[config.mk]
export PLATFORM = sky130hd
export DESIGN_NAME = lsu_mem_arbiter_flat
export DESIGN_NICKNAME = d
export VERILOG_FILES = /design/src/rtl/lsu_mem_arbiter_if.sv /design/src/rtl/lsu_mem_arbiter.sv /design/src/flat_wrapper.sv
export SDC_FILE = /design/constraint.sdc
export NUM_CORES = 1
export LEC_CHECK = 0
export ABC_AREA = 1
export BUFFER_PORTS_ARGS = -buffer_cell sky130_fd_sc_hd__buf_2
export CAP_MARGIN = 10
export CORE_AREA = 5 5 138 140
export DETAILED_ROUTE_END_ITERATION = 16
export DIE_AREA = 0 0 143 145
export PLACE_DENSITY = 0.6
export SYNTH_ARGS = -nofsm -noshare
export SYNTH_HDL_FRONTEND = slang
export SYNTH_SLANG_ARGS = --single-unit
[constraint.sdc]
create_clock -name clk -period 3.55 [get_ports clk]
set_clock_uncertainty 0.05 [all_clocks]
set_input_delay 0.71 -clock clk [delete_from_list [all_inputs] [get_ports clk]]
set_output_delay 0.71 -clock clk [all_outputs]
set_load 0.02 [all_outputs]
[src/rtl/lsu_mem_arbiter_if.sv]
// lsu_mem_arbiter_if: LSU request lanes, shared RAM port and per-LSU load return for lsu_mem_arbiter.
// slave is the arbiter side; master is the LSU/RAM side.
interface lsu_mem_arbiter_if #(
   parameter int NUM_PORTS = 2,
   parameter int ADDR_W    = 32,
   parameter int DATA_W    = 32
);
   logic [NUM_PORTS-1:0]        req_rd_en;
   logic [NUM_PORTS-1:0]        req_wr_en;
   logic [NUM_PORTS*ADDR_W-1:0] req_addr;
   logic [NUM_PORTS*DATA_W-1:0] req_wr_data;
   logic [NUM_PORTS*2-1:0]      req_size;
   logic                        mem_rd_en;
   logic                        mem_wr_en;
   logic [ADDR_W-1:0]           mem_addr;
   logic [DATA_W-1:0]           mem_wr_data;
   logic [1:0]                  mem_size;
   logic [DATA_W-1:0]           mem_rd_data;
   logic [NUM_PORTS*DATA_W-1:0] rsp_rd_data;
   logic                        arb_stall;
   logic [31:0]                 stat_stall_cycles;
   logic [31:0]                 stat_conflicts;
   modport slave (
      input  req_rd_en, req_wr_en, req_addr, req_wr_data, req_size, mem_rd_data,
      output mem_rd_en, mem_wr_en, mem_addr, mem_wr_data, mem_size, rsp_rd_data, arb_stall,
             stat_stall_cycles, stat_conflicts
   );
   modport master (
      output req_rd_en, req_wr_en, req_addr, req_wr_data, req_size, mem_rd_data,
      input  mem_rd_en, mem_wr_en, mem_addr, mem_wr_data, mem_size, rsp_rd_data, arb_stall,
             stat_stall_cycles, stat_conflicts
   );
endinterface

[src/rtl/lsu_mem_arbiter.sv]
// lsu_mem_arbiter: round-robin sharing of one data-RAM port among NUM_PORTS LSU slots with per-port load hold.
// LSU_ARB_STATS_EN builds saturating stall/conflict counters; otherwise stat_* are tied to 0.
module lsu_mem_arbiter #(
   parameter int NUM_PORTS = 2,
   parameter int ADDR_W    = 32,
   parameter int DATA_W    = 32
) (
   input logic              clk,
   input logic              rst,
   lsu_mem_arbiter_if.slave bus
);
   localparam int PW = (NUM_PORTS > 1) ? $clog2(NUM_PORTS) : 1;
   typedef enum logic {IDLE, SERIAL} state_t;
   state_t               r_state;
   logic [NUM_PORTS-1:0] r_pending;
   logic [NUM_PORTS-1:0] r_gnt_rd;
   logic [PW-1:0]        r_rr_ptr;
   logic [DATA_W-1:0]    r_hold [NUM_PORTS];
   logic [NUM_PORTS-1:0] w_req;
   logic [NUM_PORTS-1:0] w_cand;
   logic [NUM_PORTS-1:0] w_gnt;
   logic [NUM_PORTS-1:0] w_left;
   logic [PW-1:0]        w_gnt_idx;
   logic [PW-1:0]        w_scan;
   logic [PW-1:0]        w_rr_next;
   logic                 w_any;
   logic                 w_stall;

   assign w_req     = bus.req_rd_en | bus.req_wr_en;
   assign w_cand    = (r_state == SERIAL) ? r_pending : w_req;
   assign w_left    = w_cand & ~w_gnt;
   assign w_stall   = |w_left;
   assign w_rr_next = (w_gnt_idx == PW'(NUM_PORTS - 1)) ? '0 : w_gnt_idx + 1'b1;
   assign bus.arb_stall = w_stall;

   // First candidate at or after r_rr_ptr, wrapping at NUM_PORTS.
   always_comb begin
      w_gnt     = '0;
      w_gnt_idx = '0;
      w_any     = 1'b0;
      w_scan    = r_rr_ptr;
      for (int k = 0; k < NUM_PORTS; k++) begin
         if (!w_any && w_cand[w_scan]) begin
            w_gnt[w_scan] = 1'b1;
            w_gnt_idx     = w_scan;
            w_any         = 1'b1;
         end
         w_scan = (w_scan == PW'(NUM_PORTS - 1)) ? '0 : w_scan + 1'b1;
      end
   end

   always_comb begin
      bus.mem_rd_en   = 1'b0;
      bus.mem_wr_en   = 1'b0;
      bus.mem_addr    = '0;
      bus.mem_wr_data = '0;
      bus.mem_size    = '0;
      for (int i = 0; i < NUM_PORTS; i++) begin
         if (w_gnt[i]) begin
            bus.mem_rd_en   = bus.req_rd_en[i];
            bus.mem_wr_en   = bus.req_wr_en[i] & ~bus.req_rd_en[i];
            bus.mem_addr    = bus.req_addr[i*ADDR_W +: ADDR_W];
            bus.mem_wr_data = bus.req_wr_data[i*DATA_W +: DATA_W];
            bus.mem_size    = bus.req_size[i*2 +: 2];
         end
      end
   end

   always_ff @(posedge clk) begin
      if (rst) begin
         r_state   <= IDLE;
         r_pending <= '0;
         r_rr_ptr  <= '0;
         r_gnt_rd  <= '0;
         for (int i = 0; i < NUM_PORTS; i++) r_hold[i] <= '0;
      end else begin
         r_state   <= w_stall ? SERIAL : IDLE;
         r_pending <= w_left;
         r_rr_ptr  <= w_any ? w_rr_next : r_rr_ptr;
         r_gnt_rd  <= w_gnt & bus.req_rd_en;
         for (int i = 0; i < NUM_PORTS; i++) if (r_gnt_rd[i]) r_hold[i] <= bus.mem_rd_data;
      end
   end

   // Live RAM data in the return cycle, held copy afterwards.
   for (genvar g = 0; g < NUM_PORTS; g++) begin : g_rsp
      assign bus.rsp_rd_data[g*DATA_W +: DATA_W] = r_gnt_rd[g] ? bus.mem_rd_data : r_hold[g];
   end

`ifdef LSU_ARB_STATS_EN
   logic [31:0] r_stall_cycles;
   logic [31:0] r_conflicts;
   always_ff @(posedge clk) begin
      if (rst) begin
         r_stall_cycles <= '0;
         r_conflicts    <= '0;
      end else begin
         if (w_stall && r_stall_cycles != '1) r_stall_cycles <= r_stall_cycles + 1'b1;
         if (r_state == IDLE && w_stall && r_conflicts != '1) r_conflicts <= r_conflicts + 1'b1;
      end
   end
   assign bus.stat_stall_cycles = r_stall_cycles;
   assign bus.stat_conflicts    = r_conflicts;
`else
   assign bus.stat_stall_cycles = '0;
   assign bus.stat_conflicts    = '0;
`endif
endmodule

[src/flat_wrapper.sv]
// flat-port wrapper written by rule: the top's interface ports become plain ports
module lsu_mem_arbiter_flat 
#(
   parameter int NUM_PORTS = 2,
   parameter int ADDR_W    = 32,
   parameter int DATA_W    = 32
)
  (clk, rst, bus_req_rd_en, bus_req_wr_en, bus_req_addr, bus_req_wr_data, bus_req_size, bus_mem_rd_data, bus_mem_rd_en, bus_mem_wr_en, bus_mem_addr, bus_mem_wr_data, bus_mem_size, bus_rsp_rd_data, bus_arb_stall, bus_stat_stall_cycles, bus_stat_conflicts);
  lsu_mem_arbiter_if #(.NUM_PORTS(NUM_PORTS), .ADDR_W(ADDR_W), .DATA_W(DATA_W)) bus_i ();
  input logic clk;
  input logic rst;
  input wire logic [$bits(bus_i.req_rd_en)-1:0] bus_req_rd_en;
  input wire logic [$bits(bus_i.req_wr_en)-1:0] bus_req_wr_en;
  input wire logic [$bits(bus_i.req_addr)-1:0] bus_req_addr;
  input wire logic [$bits(bus_i.req_wr_data)-1:0] bus_req_wr_data;
  input wire logic [$bits(bus_i.req_size)-1:0] bus_req_size;
  input wire logic [$bits(bus_i.mem_rd_data)-1:0] bus_mem_rd_data;
  output wire logic [$bits(bus_i.mem_rd_en)-1:0] bus_mem_rd_en;
  output wire logic [$bits(bus_i.mem_wr_en)-1:0] bus_mem_wr_en;
  output wire logic [$bits(bus_i.mem_addr)-1:0] bus_mem_addr;
  output wire logic [$bits(bus_i.mem_wr_data)-1:0] bus_mem_wr_data;
  output wire logic [$bits(bus_i.mem_size)-1:0] bus_mem_size;
  output wire logic [$bits(bus_i.rsp_rd_data)-1:0] bus_rsp_rd_data;
  output wire logic [$bits(bus_i.arb_stall)-1:0] bus_arb_stall;
  output wire logic [$bits(bus_i.stat_stall_cycles)-1:0] bus_stat_stall_cycles;
  output wire logic [$bits(bus_i.stat_conflicts)-1:0] bus_stat_conflicts;
  assign bus_i.req_rd_en = bus_req_rd_en;
  assign bus_i.req_wr_en = bus_req_wr_en;
  assign bus_i.req_addr = bus_req_addr;
  assign bus_i.req_wr_data = bus_req_wr_data;
  assign bus_i.req_size = bus_req_size;
  assign bus_i.mem_rd_data = bus_mem_rd_data;
  assign bus_mem_rd_en = bus_i.mem_rd_en;
  assign bus_mem_wr_en = bus_i.mem_wr_en;
  assign bus_mem_addr = bus_i.mem_addr;
  assign bus_mem_wr_data = bus_i.mem_wr_data;
  assign bus_mem_size = bus_i.mem_size;
  assign bus_rsp_rd_data = bus_i.rsp_rd_data;
  assign bus_arb_stall = bus_i.arb_stall;
  assign bus_stat_stall_cycles = bus_i.stat_stall_cycles;
  assign bus_stat_conflicts = bus_i.stat_conflicts;
  lsu_mem_arbiter #(.NUM_PORTS(NUM_PORTS), .ADDR_W(ADDR_W), .DATA_W(DATA_W)) u_core (.clk(clk), .rst(rst), .bus(bus_i));
endmodule
==> flow_metrics.tcl <==
set metrics [dict create \
    ctsHoldBuffers 0 \
    synth.top_cell.area_share 0.405 \
    start_util 0.268 \
    numClockSinks 70 \
    min_path_cells 2 \
    slew_viol_final 0 \
    final.setup.tns_ns 0 \
    cts.clk_slew.worst_paths_ns 0.06 \
    multi_input_area_mm2 0.00206 \
    viasPerCell 4.30 \
    syn2layout_area_growth_pct 37.1 \
    fmax_mhz 358 \
    wl_mm 15.5 \
    drc_errors 0 \
    crit_path_start_kind "primary input" \
    period_share 0.788 \
    finalInstanceArea_mm2 0.00650 \
    power_density_mw_per_mm2 497 \
    worstPathArrival_ns 2.04 \
    die_h_um 145 \
    die_w_um 143 \
    antenna_found_initial 0 \
    swShare 0.382 \
    yosysTopAreaCell "edfxtp_1" \
    vias 4841 \
    hold_slack_ns 0.441 \
    setup_viol 0 \
    rsz0062_at_grt "false" \
    cts_buffers 9 \
    crit_top_cell "buf_2" \
    worstPathMaxFanout 56 \
    max_slew_margin 0.611 \
    dr.pass1.iters 4 \
    syn_avg_cell_area_um2 7.73 \
    critical-path-max-stage-delay_ns 0.30 \
    fp-row-count 49 \
    fillers 1899 \
    num_antenna_cells 0 \
    dp_hpwl_mm 11.9 \
    grtUsageTotal 0.141 \
    insertion_delay_ns 0.32 \
    timing.rr.start "u_core.r_gnt_rd[1]" \
    synth_seq_cells 70 \
    p_switching_uw 1230 \
    layout_common_cells "302 x buf_2, 142 x nand2_1, 126 x nand3_1" \
    yosysSeqAreaShare 0.430 \
    r2r_end "u_core.r_hold[0][57]" \
    die_area_mm2 0.0207 \
    register_area_mm2 0.00204 \
    seq_power_share 0.309 \
    status "complete, no violations" \
    path_buf_inv 3 \
    htree_levels 3 \
    p_leak_uw 0.00358 \
    crit_type "in -> out" \
    postRouteAntennaNets 0 \
    ys_top_cells_by_area "edfxtp_1 41%, nand3_1 13%, nand2_1 11%" \
    dpl-instance-area_mm2 0.00618 \
    power.internal_uw 2000 \
    crit_path_top_delay_cell "nand3_2" \
    grt_pass1_wl_mm 23.9 \
    port_buffers 302 \
    fin_nets 1063 \
    root_buffer "clkbuf_16" \
    fin_crit_ns 2.80 \
    grt_pass1_vias 4756 \
    gp_congestion 0.845 \
    wl_per_cell_um 13.8 \
    hold_viol_final 0 \
    max-vdd-ir-drop_mv 0.209 \
    grt-ovfl-total 0 \
    cts_tree "built" \
    worstSetupStartpoint "bus_req_wr_en[1]" \
    grt_max_degree 66 \
    crit_family "simple AND/OR/NAND/NOR gates" \
    drive_gt1_frac 0.391 \
    final_common_cell "buf_2" \
    r2r_cells 4 \
    boundaryPins 367 \
    postSynthCellCount 614 \
    drt_first_iter_violations 165 \
    hold_class "reg -> reg" \
    worst_pin_slew_ns 0.583 \
    synth.distinct_cells 20 \
    total_power_uw 3230 \
    rrSetupSlack_ns 1.89 \
    p_clk_frac 0.290 \
    p_comb_frac 0.401 \
    yosysWarnings 0 \
    path_cells "buf_2, nor2_1, nand2_2, nand3_2, buf_12, nand3_1, nand2_1, buf_2" \
    synth_area_mm2 0.00474 \
    postCtsSetupRepairBufs 0 \
    core_area_mm2 0.0177 \
    endpoint "bus_mem_wr_data[25]" \
    crit_required_ns 2.79 \
    worstSetupEndpointType "primary output" \
    cts_max_path_buffers 2 \
    drv_cap 0 \
    cts-resized-gates 0 \
    worstSetupPathDepth 8 \
]
routing by layer:
metal	GRT usage	share of wire	vias up
met3	0.0359	0.093	19
met1	0.165	0.39	2127
met5	0	0	-
met2	0.249	0.50	223
li1	-	-	2472
met4	0.0442	0.018	0
how the worst min path moves through the flow:
stage                            to  slack, ns      start
after floorplan           flip-flop       0.41  flip-flop
after global placement    flip-flop       0.43  flip-flop
after detailed placement  flip-flop       0.44  flip-flop
after CTS                 flip-flop       0.45  flip-flop
after global routing      flip-flop       0.50  flip-flop
final                     flip-flop       0.44  flip-flop
through the flow:
stage / utilization / setup WS [ns] / instances
after floorplan: - / 1.33 / 677
after global placement: 0.349 / 0.743 / 1111
after detailed placement: 0.349 / 0.741 / 1111
after CTS: 0.367 / 0.728 / 1127
after global routing: 0.367 / 0.641 / 1127
final: 0.367 / 0.753 / 1127
synth_stat cells:
library cell	instances
edfxtp_1	64
o21ai_0	64
o21ai_1	1
buf_2	27
conb_1	1
buf_6	5
o21ai_2	2
clkbuf_1	11
nor2_1	39
inv_1	40
nor3_2	1
nor3_1	2
dfxtp_1	6
nand3_1	126
nand2_1	142
inv_2	1
nand3_2	12
buf_4	66
nand2_2	3
a21oi_1	1
cell type report:
class,instances,area share
clock buffer,9,0.0346
clock inverter,7,0.0146
inverter,41,0.0237
multi-input combinational,457,0.317
sequential,70,0.314
tap,229,0.0441
timing repair buffer,314,0.252
cell families after synthesis:
kind of cell | count (synthesis) | share of synthesized area
AO/OA/AOI/OAI | 68 | 0.0733
buffers and inverters | 150 | 0.186
flip-flops | 70 | 0.430
other | 1 | 0.000790
AND/OR/NAND/NOR | 325 | 0.310
sequential cells by signal (all words and copies together), names as in the netlist, named ones only:
name / flops
u_core.r_state: 1
u_core.r_pending: 2
u_core.r_hold: 64
u_core.r_gnt_rd: 2
worst register-to-register path: cells and delay by family (launching register included):
kind,cells,cell delay [ns]
simple gates,1,0.13
flops,1,0.34
buf+inv,3,0.76
power groups by stage:
stage,registers [uW],logic (uW),clock network (uW)
3_5_place_dp,1020,1310,0
6_report,998,1300,937
3_3_place_gp,1010,1310,0
5_1_grt,1000,1430,1010
4_1_cts,998,1320,968
2_1_floorplan,1010,914,0
Power figures use the tool's default switching activity.
